`config.mk`:
```
export PLATFORM = sky130hd
export DESIGN_NAME = xor_share_arb_flat
export DESIGN_NICKNAME = d
export VERILOG_FILES = /design/src/rtl/xor_share_arb_if.sv /design/src/rtl/xor_share_arb.sv /design/src/flat_wrapper.sv
export SDC_FILE = /design/constraint.sdc
export NUM_CORES = 1
export LEC_CHECK = 0
export CAP_MARGIN = 20
export CORE_MARGIN = 5
export CORE_UTILIZATION = 45
export DETAILED_ROUTE_END_ITERATION = 10
export MAX_ROUTING_LAYER = met4
export PLACE_DENSITY = 0.79
export SYNTH_ARGS = -nofsm -noshare
export SYNTH_HDL_FRONTEND = slang
export SYNTH_SLANG_ARGS = --single-unit
```
`constraint.sdc`:
```
create_clock -name clk -period 1.9 [get_ports clk]
set_clock_uncertainty 0.15 [all_clocks]
set_input_delay 0.19 -clock clk [delete_from_list [all_inputs] [get_ports clk]]
set_output_delay 0.19 -clock clk [all_outputs]
set_load 0.005 [all_outputs]
```
`src/rtl/xor_share_arb_if.sv`:
```
// Request/grant/result bundle for xor_share_arb; master = requester side, slave = arbiter side.
interface xor_share_arb_if #(
    parameter int W = 8
);
    logic         req0;
    logic [W-1:0] a0;
    logic [W-1:0] b0;
    logic         req1;
    logic [W-1:0] a1;
    logic [W-1:0] b1;
    logic         gnt0;
    logic         gnt1;
    logic         ack0;
    logic         ack1;
    logic [W-1:0] y;
    logic         busy;
    logic [7:0]   ops;

    modport master (
        output req0, a0, b0, req1, a1, b1,
        input  gnt0, gnt1, ack0, ack1, y, busy, ops
    );

    modport slave (
        input  req0, a0, b0, req1, a1, b1,
        output gnt0, gnt1, ack0, ack1, y, busy, ops
    );
endinterface

```
`src/rtl/xor_share_arb.sv`:
```
// Two-requester arbiter in front of one shared W-bit XOR unit (IDLE -> CALC -> DONE).
// Define XOR_ARB_RR_EN for round-robin arbitration; otherwise requester 0 has fixed priority.
module xor_share_arb #(
    parameter int W = 8
) (
    input  logic            clk,
    input  logic            rst,
    xor_share_arb_if.slave  bus
);
    typedef enum logic [1:0] {IDLE, CALC, DONE} state_t;

    state_t       state;
    logic [W-1:0] la;
    logic [W-1:0] lb;
    logic [W-1:0] xr;
    logic         win1;

`ifdef XOR_ARB_RR_EN
    logic last;

    // On a tie, requester 1 wins only when requester 0 was served last.
    always_comb begin
        win1 = 1'b0;
        win1 = bus.req1 && (!bus.req0 || !last);
    end
`else
    always_comb begin
        win1 = 1'b0;
        win1 = bus.req1 && !bus.req0;
    end
`endif

    assign xr = la ^ lb;

    always_ff @(posedge clk) begin
        if (rst) begin
            state    <= IDLE;
            la       <= '0;
            lb       <= '0;
            bus.gnt0 <= 1'b0;
            bus.gnt1 <= 1'b0;
            bus.ack0 <= 1'b0;
            bus.ack1 <= 1'b0;
            bus.y    <= '0;
            bus.busy <= 1'b0;
            bus.ops  <= '0;
`ifdef XOR_ARB_RR_EN
            last     <= 1'b1;
`endif
        end else begin
            case (state)
                IDLE: begin
                    if (bus.req0 || bus.req1) begin
                        la       <= win1 ? bus.a1 : bus.a0;
                        lb       <= win1 ? bus.b1 : bus.b0;
                        bus.gnt0 <= !win1;
                        bus.gnt1 <= win1;
                        bus.busy <= 1'b1;
`ifdef XOR_ARB_RR_EN
                        last     <= win1;
`endif
                        state    <= CALC;
                    end
                end
                CALC: begin
                    bus.y    <= xr;
                    bus.ack0 <= bus.gnt0;
                    bus.ack1 <= bus.gnt1;
                    bus.ops  <= bus.ops + 8'd1;
                    state    <= DONE;
                end
                DONE: begin
                    bus.ack0 <= 1'b0;
                    bus.ack1 <= 1'b0;
                    bus.gnt0 <= 1'b0;
                    bus.gnt1 <= 1'b0;
                    bus.busy <= 1'b0;
                    state    <= IDLE;
                end
                default: begin
                    state <= IDLE;
                end
            endcase
        end
    end
endmodule

```
`src/flat_wrapper.sv`:
```
// flat-port wrapper written by rule: the top's interface ports become plain ports
module xor_share_arb_flat 
#(
    parameter int W = 8
)
  (clk, rst, bus_req0, bus_a0, bus_b0, bus_req1, bus_a1, bus_b1, bus_gnt0, bus_gnt1, bus_ack0, bus_ack1, bus_y, bus_busy, bus_ops);
  xor_share_arb_if #(.W(W)) bus_i ();
  input  logic clk;
  input  logic rst;
  input wire logic [$bits(bus_i.req0)-1:0] bus_req0;
  input wire logic [$bits(bus_i.a0)-1:0] bus_a0;
  input wire logic [$bits(bus_i.b0)-1:0] bus_b0;
  input wire logic [$bits(bus_i.req1)-1:0] bus_req1;
  input wire logic [$bits(bus_i.a1)-1:0] bus_a1;
  input wire logic [$bits(bus_i.b1)-1:0] bus_b1;
  output wire logic [$bits(bus_i.gnt0)-1:0] bus_gnt0;
  output wire logic [$bits(bus_i.gnt1)-1:0] bus_gnt1;
  output wire logic [$bits(bus_i.ack0)-1:0] bus_ack0;
  output wire logic [$bits(bus_i.ack1)-1:0] bus_ack1;
  output wire logic [$bits(bus_i.y)-1:0] bus_y;
  output wire logic [$bits(bus_i.busy)-1:0] bus_busy;
  output wire logic [$bits(bus_i.ops)-1:0] bus_ops;
  assign bus_i.req0 = bus_req0;
  assign bus_i.a0 = bus_a0;
  assign bus_i.b0 = bus_b0;
  assign bus_i.req1 = bus_req1;
  assign bus_i.a1 = bus_a1;
  assign bus_i.b1 = bus_b1;
  assign bus_gnt0 = bus_i.gnt0;
  assign bus_gnt1 = bus_i.gnt1;
  assign bus_ack0 = bus_i.ack0;
  assign bus_ack1 = bus_i.ack1;
  assign bus_y = bus_i.y;
  assign bus_busy = bus_i.busy;
  assign bus_ops = bus_i.ops;
  xor_share_arb #(.W(W)) u_core (.clk(clk), .rst(rst), .bus(bus_i));
endmodule
```
==> summary.txt <==
status: finished clean
nets: 298
Root Driver: clkbuf_8
sequential share of the synthesized area: 45.9%
Post-synth EDFFs: 0
Fin. Hold Viols: 0
flop2flop setup slack: 0.17 ns
Routed WL: 3.69 mm
Syn Std Cell Area: 0.00170 sq mm
Starting Density: 46.5%
DR top layer: met4
max-capacitance violation count: 0
via count: 1505
Period minus WS final: 1.73 ns
WL per Instance: 12.1 um
WL met2: 1.68 mm
1st-iter DRT viols: 91
DIE AREA: 0.00511 sq mm
Syn. warnings: 0
Design Area, Final: 0.00243 sq mm
sequential standard cell area: 781 sq um
period utilisation layout: 91.2%
largest cells by area after synthesis: dfxtp_1, a311oi_1, nand2_1
met3 wire len: 225 um
WHS Endpoint: u_core.bus.ack0
Pre-Repair DR Iteration Count: 4
Core Area: 0.00366 sq mm
Chip Height: 71.5 um
area grow syn2layout: 42.6%
Clock Latency Late Sink: 0.28 ns
CTS Hold Buffers Added: 0
fillers: 322
CP Capture Type: flip-flop
clock power share: 28.4%
Leak: 0.892 nW
Die W: 71.5 um
Yosys reg bits: 39
CTS max path bufs: 2
Placed Area: 0.00233 sq mm
Final Setup Violations: 0
commonest cells in the netlist: dfxtp_1, nand2_1, nor2_1
Min-Delay Path Depth: 2
global route overflow: 0
# diodes: 0
wl on met1: 1.69 mm
Reg2Reg Capture Point: u_core.bus.ops[7]
worst r2r src: u_core.state[1]
post-route ant nets: 0
Worst Setup SP: u_core.state[1]
number of global-route vias before repair: 1418
post-DR vias/cell: 4.93
critical path's largest stage delay: 0.40 ns
WS Path Type: reg2reg
GPL Wtd Cong: 0.741
hold slack final: 0.321 ns
setup_tns: 0 ns
Max H-tree Level: 2
reg2reg path depth: 5
synth unique cells: 24
cell type with the largest total area after synthesis: dfxtp_1
slew margin rel.: 83.7%
worst path cell trace: inv_1 -> ha_1 -> nand4_1 -> or3_1 -> a21oi_1
sequential share of power: 46.8%
maximum fanout along the worst path: 7
total CTS buffers: 5
most numerous cell in the Yosys netlist: dfxtp_1
worst slew pin tran: 0.243 ns
syn_area_per_cell: 8.51 sq um
row count: 22
Pwr Density: 865 mW/mm^2
Num Clock Sinks: 39
share of cells above drive strength 1: 5.06%
total track usage: 15.4%
Critical Path RT: 1.97 ns
NetSw: 554 uW
hpwl dp: 2.74 mm
Ports: 57
unrepaired setup endpoints after global routing: false
PortBufs: 56
Synthesized Nets: 242
largest net degree at the start of global routing: 40
fraction of registers with async set/reset: 0%
Post-Syn Instances: 200
Final Slew Violations: 0
crit path DAT: 1.80 ns
share of the synthesized area in the top cell type: 45.9%
Max stage delay cell, worst path: or3_1
multi-input logic area: 845 sq um
first-pass GRT wire length: 6.10 mm
Int Power: 1.54 mW
Clk pin slew, worst setup/hold paths: 0.07 ns
Peak Freq: 0.577 GHz
worst hold path class: reg2reg
CP Launch Type: flip-flop
Sw Share: 26.4%
CTS resizes: 0
antenna violations before repair: 0
hold path start: u_core.bus.ack0
Gate power share: 24.8%
ys flop type: dfxtp_1
Post CTS Setup Buffer Count: 0
VDD IR-drop max: 0.000498 V
CTS tree: done
Remaining DRCs: 0
[critical path, delay by kind of cell, from the launching register on]
family,cells,cell delay [ns]
and+or+nand+nor,2,0.63
DFF,1,0.33
adders and majority gates,1,0.31
AOI/OAI and AO/OA,1,0.14
buffers and inverters,1,0.12
[state kept, by name, summed over array words and instances (netlist names)]
signal           flops
u_core.bus.gnt1      1
u_core.bus.ops       8
u_core.la            8
u_core.bus.ack0      1
u_core.bus.gnt0      1
u_core.bus.y         8
u_core.bus.ack1      1
u_core.state         2
u_core.bus.busy      1
u_core.lb            8
[through the flow]
stage	std cells	setup WS, ns	util (%)	power [mW]
global placement	297	0.237	63.6	1.51
detailed placement	297	0.182	63.6	1.52
CTS	305	0.159	66.3	2.12
finish	305	0.167	66.3	2.10
floorplan	200	0.318	-	1.29
global route	305	0.0286	66.3	2.22
[worst max path at each step]
stage	end	depth (start not counted)
global placement	u_core.la[2]	5
CTS	u_core.bus.ops[7]	5
finish	u_core.bus.ops[7]	5
global route	u_core.bus.ops[7]	5
floorplan	u_core.state[0]	5
detailed placement	u_core.bus.ops[7]	5
[final cells by class]
class	instances	share of cell area, %
tap	48	2.47
inverter	3	0.464
multi-input combinational	145	34.8
sequential	39	32.2
timing repair buffer	62	26.0
clock buffer	8	4.12
[metal layers]
layer	vias to the layer above	global-route usage (%)
li1	796	-
met1	661	17.4
met2	41	25.1
met3	7	4.21
met4	0	7.72
met5	-	-
[power by group through the flow]
stage	clock (mW)	combinational [mW]	sequential [mW]
after global placement	0	0.512	0.999
final	0.596	0.520	0.983
after detailed placement	0	0.521	1.00
after global routing	0.645	0.582	0.998
after floorplan	0	0.291	0.995
after CTS	0.613	0.525	0.985
[cells in the final DEF, fill, tap and decap left out]
cell and n:
nand4_1 3, or3_1 3, nor3b_1 1, a211oi_1 8, a311oi_1 16, clkdlybuf4s50_1 56, mux2i_1 3, nand2_1 36
a21oi_1 8, xnor2_1 9, o21ai_0 7, buf_4 4, clkbuf_8 7, buf_12 2, dfxtp_1 39, xor2_1 3
ha_1 6, nand2b_1 3, nand3_1 4, o21a_1 1, nor2b_1 2, clkbuf_1 1, nor2_1 32, inv_1 3
[kinds of logic after synthesis]
logic type / count (synthesis) / share of synthesized area, %
simple gates: 84 / 20.7
compound gates: 40 / 16.6
flops: 39 / 45.9
buf+inv: 16 / 4.48
xor+xnor: 12 / 6.18
fa+ha+maj: 6 / 4.41
mux: 3 / 1.76
Power figures use the tool's default switching activity.
